===== src/rtl/spi_cmd_ctrl.sv =====
// Command sequencer between the 16-bit SPI slave shifter and the control register bank.
// Parses command/data words, issues auto-incrementing register writes/reads and stages readback words.
module spi_cmd_ctrl #(
  parameter int ADDR_W = 7,
  parameter int LEN_W  = 8
) (
  input  logic              clk,
  input  logic              reset,
  input  logic              cs_active,
  input  logic              rx_valid,
  input  logic [15:0]       rx_word,
  output logic [15:0]       tx_word,
  output logic              reg_we,
  output logic              reg_re,
  output logic [ADDR_W-1:0] reg_addr,
  output logic [15:0]       reg_wdata,
  input  logic [15:0]       reg_rdata,
  output logic              busy,
  output logic              overrun,
  output logic [7:0]        abort_cnt
);

  typedef enum logic [2:0] {
    S_IDLE  = 3'd0,
    S_CMD   = 3'd1,
    S_WDATA = 3'd2,
    S_RDATA = 3'd3,
    S_DONE  = 3'd4
  } state_t;

  localparam logic [ADDR_W-1:0] ADDR_ONE = ADDR_W'(1);
  localparam logic [LEN_W-1:0]  LEN_ONE  = LEN_W'(1);
  localparam logic [LEN_W-1:0]  LEN_ZERO = '0;

  state_t              r_state;
  state_t              w_state_nxt;
  logic [ADDR_W-1:0]   r_ptr;
  logic [ADDR_W-1:0]   w_ptr;
  logic [LEN_W-1:0]    r_rem;
  logic [LEN_W-1:0]    w_rem;
  logic                r_we;
  logic                w_we;
  logic                r_re;
  logic                w_re;
  logic [ADDR_W-1:0]   r_addr;
  logic [ADDR_W-1:0]   w_addr;
  logic [15:0]         r_wdata;
  logic [15:0]         w_wdata;
  logic [15:0]         r_tx;
  logic [15:0]         w_tx;
  logic                r_busy;
  logic                r_ovr;
  logic                w_ovr;
  logic [7:0]          r_abort;
  logic [7:0]          w_abort;

  always_ff @(posedge clk) begin
    if (reset) r_state <= S_IDLE;
    else       r_state <= w_state_nxt;
  end

  // r_rem holds words still to transfer minus one; reaching zero on a word ends the burst.
  always_comb begin
    w_state_nxt = r_state;
    w_ptr       = r_ptr;
    w_rem       = r_rem;
    w_we        = 1'b0;
    w_re        = 1'b0;
    w_addr      = r_addr;
    w_wdata     = r_wdata;
    w_ovr       = r_ovr;
    w_abort     = r_abort;
    if (!cs_active) begin
      // Chip select dropping always wins; any word arriving in this cycle is discarded.
      w_state_nxt = S_IDLE;
      if ((r_state == S_WDATA || r_state == S_RDATA) && r_abort != 8'hFF)
        w_abort = r_abort + 8'd1;
    end else begin
      unique case (r_state)
        S_IDLE: w_state_nxt = S_CMD;
        S_CMD: begin
          if (rx_valid) begin
            w_ptr = rx_word[8 +: ADDR_W];
            w_rem = rx_word[LEN_W-1:0];
            w_ovr = 1'b0;
            if (rx_word[15]) begin
              w_re        = 1'b1;
              w_addr      = rx_word[8 +: ADDR_W];
              w_state_nxt = S_RDATA;
            end else begin
              w_state_nxt = S_WDATA;
            end
          end
        end
        S_WDATA: begin
          if (rx_valid) begin
            w_we    = 1'b1;
            w_addr  = r_ptr;
            w_wdata = rx_word;
            w_ptr   = r_ptr + ADDR_ONE;
            if (r_rem == LEN_ZERO) w_state_nxt = S_DONE;
            else                   w_rem = r_rem - LEN_ONE;
          end
        end
        S_RDATA: begin
          if (rx_valid) begin
            if (r_rem == LEN_ZERO) begin
              w_state_nxt = S_DONE;
            end else begin
              w_rem  = r_rem - LEN_ONE;
              w_ptr  = r_ptr + ADDR_ONE;
              w_addr = r_ptr + ADDR_ONE;
              w_re   = 1'b1;
            end
          end
        end
        S_DONE: if (rx_valid) w_ovr = 1'b1;
        default: w_state_nxt = S_IDLE;
      endcase
    end
    // Readback is captured the cycle after reg_re; outside RDATA the shifter sees all ones.
    if (w_state_nxt == S_RDATA) w_tx = r_re ? reg_rdata : r_tx;
    else                        w_tx = 16'hFFFF;
  end

  always_ff @(posedge clk) begin
    if (reset) begin
      r_ptr   <= '0;
      r_rem   <= '0;
      r_we    <= 1'b0;
      r_re    <= 1'b0;
      r_addr  <= '0;
      r_wdata <= 16'h0000;
      r_tx    <= 16'hFFFF;
      r_busy  <= 1'b0;
      r_ovr   <= 1'b0;
      r_abort <= 8'd0;
    end else begin
      r_ptr   <= w_ptr;
      r_rem   <= w_rem;
      r_we    <= w_we;
      r_re    <= w_re;
      r_addr  <= w_addr;
      r_wdata <= w_wdata;
      r_tx    <= w_tx;
      r_busy  <= (w_state_nxt != S_IDLE);
      r_ovr   <= w_ovr;
      r_abort <= w_abort;
    end
  end

  assign tx_word   = r_tx;
  assign reg_we    = r_we;
  assign reg_re    = r_re;
  assign reg_addr  = r_addr;
  assign reg_wdata = r_wdata;
  assign busy      = r_busy;
  assign overrun   = r_ovr;
  assign abort_cnt = r_abort;

endmodule


===== config.mk =====
export PLATFORM = sky130hd
export DESIGN_NAME = spi_cmd_ctrl
export DESIGN_NICKNAME = d
export VERILOG_FILES = /design/src/rtl/spi_cmd_ctrl.sv
export SDC_FILE = /design/constraint.sdc
export NUM_CORES = 1
export LEC_CHECK = 0
export BUFFER_PORTS_ARGS = -buffer_cell sky130_fd_sc_hd__buf_2
export CAP_MARGIN = 5
export CORE_ASPECT_RATIO = 1.1
export CORE_MARGIN = 2
export CORE_UTILIZATION = 45
export DETAILED_ROUTE_END_ITERATION = 10
export HOLD_SLACK_MARGIN = 0.03
export PLACE_DENSITY = 0.73
export SLEW_MARGIN = 20
export SYNTH_ARGS = -nofsm -noshare
export SYNTH_HDL_FRONTEND = slang
export SYNTH_SLANG_ARGS = --single-unit

===== constraint.sdc =====
create_clock -name clk -period 1.6 [get_ports clk]
set_clock_uncertainty 0.1 [all_clocks]
set_input_delay 0.32 -clock clk [delete_from_list [all_inputs] [get_ports clk]]
set_output_delay 0.32 -clock clk [all_outputs]
set_load 0.05 [all_outputs]

# Yosys cells after proc, flatten, opt, wreduce, memory -nomap -nowiden
# Index checks and enable logic that the tools add are counted.
dict set report classes {
  addsub 3
  eq_ne 14
  mux 28
  n_bitwise 3
  n_reduce_logical 18
}
# cell count
set ops {}
lappend ops {{$mux W7} 7}
lappend ops {{$pmux W7 S3} 2}
lappend ops {{$mux W8} 3}
lappend ops {{$pmux W8 S2} 1}
lappend ops {{$ne A2 B2 Y1 const B} 7}
lappend ops {{$mux W3} 4}
lappend ops {{$pmux W3 S4} 1}
lappend ops {{$eq A3 B2 Y1 const B} 3}
lappend ops {{$add A8 B1 Y8 const B} 1}
lappend ops {{$logic_not A8 Y1} 1}
lappend ops {{$mux W1} 8}
lappend ops {{$ne A8 B8 Y1 const B} 1}
lappend ops {{$sub A8 B1 Y8 const B} 1}
lappend ops {{$add A7 B1 Y7 const B} 1}
lappend ops {{$reduce_and A7 Y1} 1}
lappend ops {{$reduce_and A6 Y1} 1}
lappend ops {{$reduce_bool A3 Y1} 2}
lappend ops {{$reduce_or A2 Y1} 3}
lappend ops {{$reduce_and A5 Y1} 1}
lappend ops {{$pmux W1 S2} 2}
lappend ops {{$reduce_and A4 Y1} 1}
lappend ops {{$reduce_bool A2 Y1} 2}
lappend ops {{$eq A3 B1 Y1 const B} 1}
lappend ops {{$eq A3 B3 Y1 const B} 1}
lappend ops {{other kinds (8)} 10}
dict set report totals {
  reg_bits 69
  inputBits 36
  output_inout_bits 51
  word_cells 77
}

# Depth between registers and ports, before layout
dict set report depth {
  depth_word 8
  depth_mapped 9
  mapped_depth_nobuf 7
}

# Least setup slack after synthesis
# No wires, ideal clock.
dict set report synth_path {
  path_type {reg-to-reg}
  startpoint {register r_re, in the netlist reg_re}
  endpoint {register r_tx[10], in the netlist tx_word[10]}
  t_arrival_ps 1751
  slack_ps -367
  path_stages_with_launch 5
  period_less_slack_ps 1967
  cell_sequence {dfxtp_1 -> clkbuf_1 -> clkbuf_1 -> mux2i_1 -> nand2_1}
}
# element line_no
set synth_rtl {}
lappend synth_rtl {{from (decl)} 43} ;# logic r_re;
lappend synth_rtl {{from (signal assigned)} 142} ;# r_re <= w_re;
lappend synth_rtl {{to (signal assigned)} 145} ;# r_tx <= w_tx;
lappend synth_rtl {{to (decl)} 49} ;# logic [15:0] r_tx;

# Worst setup path after layout
dict set report layout_path {
  startpoint {register r_rem[1]}
  endpoint {register r_addr[1], in the netlist reg_addr[1]}
}
dict set report layout_between {
  elab_chain_len 3
}
# element line_no
set layout_lines {}
lappend layout_lines {{from (decl)} 39} ;# logic [LEN_W-1:0] r_rem;
lappend layout_lines {{from (signal assigned)} 140} ;# r_rem <= w_rem;
lappend layout_lines {{$logic_not A8 Y1} 107} ;# if (r_rem == LEN_ZERO) begin
lappend layout_lines {{$ne A2 B2 Y1 (no line)} --}
lappend layout_lines {{$reduce_and A7 Y1 (no line)} --}
lappend layout_lines {{to (signal assigned)} 143} ;# r_addr <= w_addr;
lappend layout_lines {{to (decl)} 45} ;# logic [ADDR_W-1:0] r_addr;
# Every way passes these cells.
# A chain may end at the register's enable or synchronous reset.

==> metrics.yaml <==
finish:
  post_route_cells_drive_above_1_share_pct: 38.4
  area_delta_synth_final_pct: 37.7
  diodes: 0
  fin_util_pct: 63.3
  nNetsFinal: 537
worst_setup_path:
  critical_path_class: "reg -> reg"
  setup.reg_to_reg.worst_slack_ns: -0.18
  critical-path-top-delay-family: "simple AND/OR/NAND/NOR gates"
  r2r_cells: 7
  timing.critical_path.required_ns: 1.72
  path_max_fanout: 8
  regToRegEndpoint: "reg_addr[1]$_SDFFE_PP0P_"
  timing.critical_path.to_type: "flop"
  critical_path.startpoint_type: "flop"
  critPathArrivalTime_ns: 1.91
  crit_chain: "inv_2 > ha_4 > nor4b_4 > nand4_1 > nand3_4 > mux2i_1 > nor2_1"
  timing.critical_path.slowest_cell_delay_ns: 0.33
  rr_startpoint: "r_rem[1]$_SDFFE_PP0P_"
  crit_slowest_cell: "sky130_fd_sc_hd__dfxtp_2"
  timing.critical_path.buf_inv: 1
floorplanning:
  die_width_microns: 84.2
  row_count: 32
  floorplan.initialDensity_pct: 46.0
  placeableCoreArea_sq_mm: 0.00693
  die_y_microns: 92.2
  io-pin-count: 87
  die-area_sq_mm: 0.00776
power:
  cell_internal_pwr_uw: 2820
  power.total_uw: 3730
  total_leakage_power_uw: 0.00179
  proportion_of_power_drawn_by_combinational_gates_pct: 10.2
  netSwitchingFraction_pct: 24.5
  net-switching-power_uw: 913
  max-vdd-ir-drop_mv: 0.441
  seqPwrFrac_pct: 46.9
  pwr_per_cell_area_mw_per_mm2: 851
  clock_power_share_pct: 42.8
worst_hold_path:
  start_point_of_the_worst_min_delay_path: "reg_rdata[13]"
  hold_path_end: "tx_word[13]$_SDFFE_PP1P_"
  worst_hold_path_type: "in -> reg"
  worst_hold_path.num_cells: 3
yosys:
  post_synthesis_cell_type_count: 43
  top_post_synthesis_cells_by_area: "sky130_fd_sc_hd__dfxtp_1, sky130_fd_sc_hd__nand2_1, sky130_fd_sc_hd__mux2i_1"
  ys_warn_count: 0
  synth-seq-area-share_pct: 43.4
  synthCells: 379
  yosys_register_bits: 69
  synth_top_cell_area_share_pct: 43.4
  synth_area_per_cell_sq_um: 8.40
  yosys_most_used_dff: "sky130_fd_sc_hd__dfxtp_1"
  syn-num-nets: 418
  synth_top_cells_by_count: "sky130_fd_sc_hd__nand2_1, sky130_fd_sc_hd__dfxtp_1, sky130_fd_sc_hd__a21oi_1"
  synth-async-reset-ratio_pct: 0
  synth.cell_area_sq_mm: 0.00318
  synth_edf_count: 0
  yosysMostFrequentCell: "sky130_fd_sc_hd__nand2_1"
  yosys.area.top_type: "sky130_fd_sc_hd__dfxtp_1"
clock_tree:
  cts.clk_slew.worst_paths_ns: 0.08
  clock_sink_count: 69
  clkLatencyLatePin_ns: 0.35
  clock_path_buffers: 2
  h-tree-depth: 3
  cts_inserted_buffers: 9
  cts_root_buf: "sky130_fd_sc_hd__clkbuf_8"
  cts_tree: "yes"
route:
  routed_via_count: 3167
  drt_first_pass_iters: 4
  drt-initial-drc-count: 145
  drt-total-wl_microns: 8230
  detail-route-antenna-nets: 0
  drt-wirelength-per-cell_microns: 14.0
  post_route_drc: 0
  route.detailed.vias_per_inst: 5.39
global_route:
  grt_start_max_net_pins: 54
  globalRouteTotalUtil_pct: 20.6
  grt_overflow_total: 0
  grt_antenna_before_repair: 0
  global_route_wire_length_before_repair_microns: 12900
  grt_pass1_vias: 2886
placement:
  place.port_buffers: 86
  dpl.hpwl_microns: 5550
  detailedPlace.worstSlack_ns: -0.180
  place.gp.congestion: 0.872
sta:
  timing.final.crit_period_ns: 1.78
  unrepaired_setup_endpoints_after_global_routing: "true"
  timing.final.crit_share_pct: 112
  max_freq_mhz: 560
  final_critical_path_setup_slack_ns: -0.185
  maxSlewViolCount: 0
  final-hold-violation-count: 0
  setup_viol: 35
  timing.max_slew.rel_slack_pct: 62.6
  worst_slew_pin_slew_ns: 0.560
outcome:
  violations_in_the_final_reports: "negative setup slack"
  run_status: "finished with violations"
job:
  max_cap_viol_count: 0
## metal layers
metal  global-route usage (%)  wire length (microns)  vias up
met4                     9.81                    137        0
met3                     4.32                    493       11
li1                         -                      -     1554
met1                     24.5                   3540     1489
met2                     35.3                   4070      113
met5                        0                      0        -
## sequential cells by signal, indices dropped and copies added (netlist names)
signal,cells
reg_addr,7
r_state,3
overrun,1
busy,1
reg_re,1
r_ptr,7
tx_word,16
abort_cnt,8
r_rem,8
reg_we,1
reg_wdata,16
## through the flow
step	hold WS (ns)	TNS [ns]	cell area, sq um	instances
final	0.0793	-2.99	4380	588
after global routing	0.0738	-6.44	4380	588
after CTS	0.0734	-4.41	4220	582
after detailed placement	0.342	-6.16	3980	565
after global placement	0.335	-4.07	3980	565
after floorplan	0.345	-1.39	3270	379
## logic make-up (layout without fill, tap and decap cells)
kind of cell	Yosys count	after routing	synth area share, %
AOI/OAI and AO/OA	80	80	15.4
xor gates and xnor gates	12	12	3.30
adders and majority gates	3	3	1.18
buffers and inverters	33	157	4.91
DFF	69	69	43.4
muxes	22	22	6.92
and+or+nand+nor	160	160	24.8
## cell usage in the layout, fill, tap and decap left out, drive strengths merged, types with 4 or more instances in the layout
cell / instances
o32ai: 4
o21ai: 18
nand4: 8
a21oi: 34
a211o: 4
xor2: 8
xnor2: 4
nand3: 14
dfxtp: 69
nand2: 74
a211oi: 4
nand2b: 8
nor2b: 4
buf: 135
mux2i: 22
nor2: 32
clkbuf: 10
inv: 6
nor3: 9
## worst reg2reg max path, cell delays in order, from the launching register on
cell                      delay [ns]
sky130_fd_sc_hd__dfxtp_2        0.33
sky130_fd_sc_hd__inv_2          0.07
sky130_fd_sc_hd__ha_4           0.13
sky130_fd_sc_hd__nor4b_4        0.26
sky130_fd_sc_hd__nand4_1        0.25
sky130_fd_sc_hd__nand3_4        0.23
sky130_fd_sc_hd__mux2i_1        0.22
sky130_fd_sc_hd__nor2_1         0.06
## repair_timing
item	4_1_cts	5_1_grt
hold buffers	0	0
buffers inserted	1	6
gates cloned	0	1
resized for setup	7	28
pin swaps	6	9
setup endpoints to repair	49	55
## power groups by stage
stage	clock network [uW]	logic [uW]	registers (uW)
after floorplan	0	171	1820
final	1600	382	1750
after CTS	1620	352	1750
after detailed placement	0	343	1790
after global routing	1690	414	1750
after global placement	0	338	1790
## final cells by class
class	count	area, sq um
multi-input combinational	277	1780
tap	85	106
clock inverter	6	86.3
timing repair buffer	135	845
inverter	6	22.5
sequential	69	1410
fill	588	2540
clock buffer	10	138
## worst max-delay path by stage
| stage | from | to | cells past startpoint |
|---|---|---|---|
| floorplan | r_state[2]$_SDFF_PP0_ | reg_wdata[6]$_SDFFE_PP0P_ | 8 |
| global placement | r_rem[1]$_SDFFE_PP0P_ | tx_word[0]$_SDFFE_PP1P_ | 9 |
| detailed placement | r_rem[1]$_SDFFE_PP0P_ | reg_addr[1]$_SDFFE_PP0P_ | 7 |
| CTS | r_rem[1]$_SDFFE_PP0P_ | reg_addr[1]$_SDFFE_PP0P_ | 7 |
| global route | r_rem[1]$_SDFFE_PP0P_ | reg_addr[1]$_SDFFE_PP0P_ | 7 |
| finish | r_rem[1]$_SDFFE_PP0P_ | reg_addr[1]$_SDFFE_PP0P_ | 7 |
Note: power is estimated with default switching activity, not from simulation.
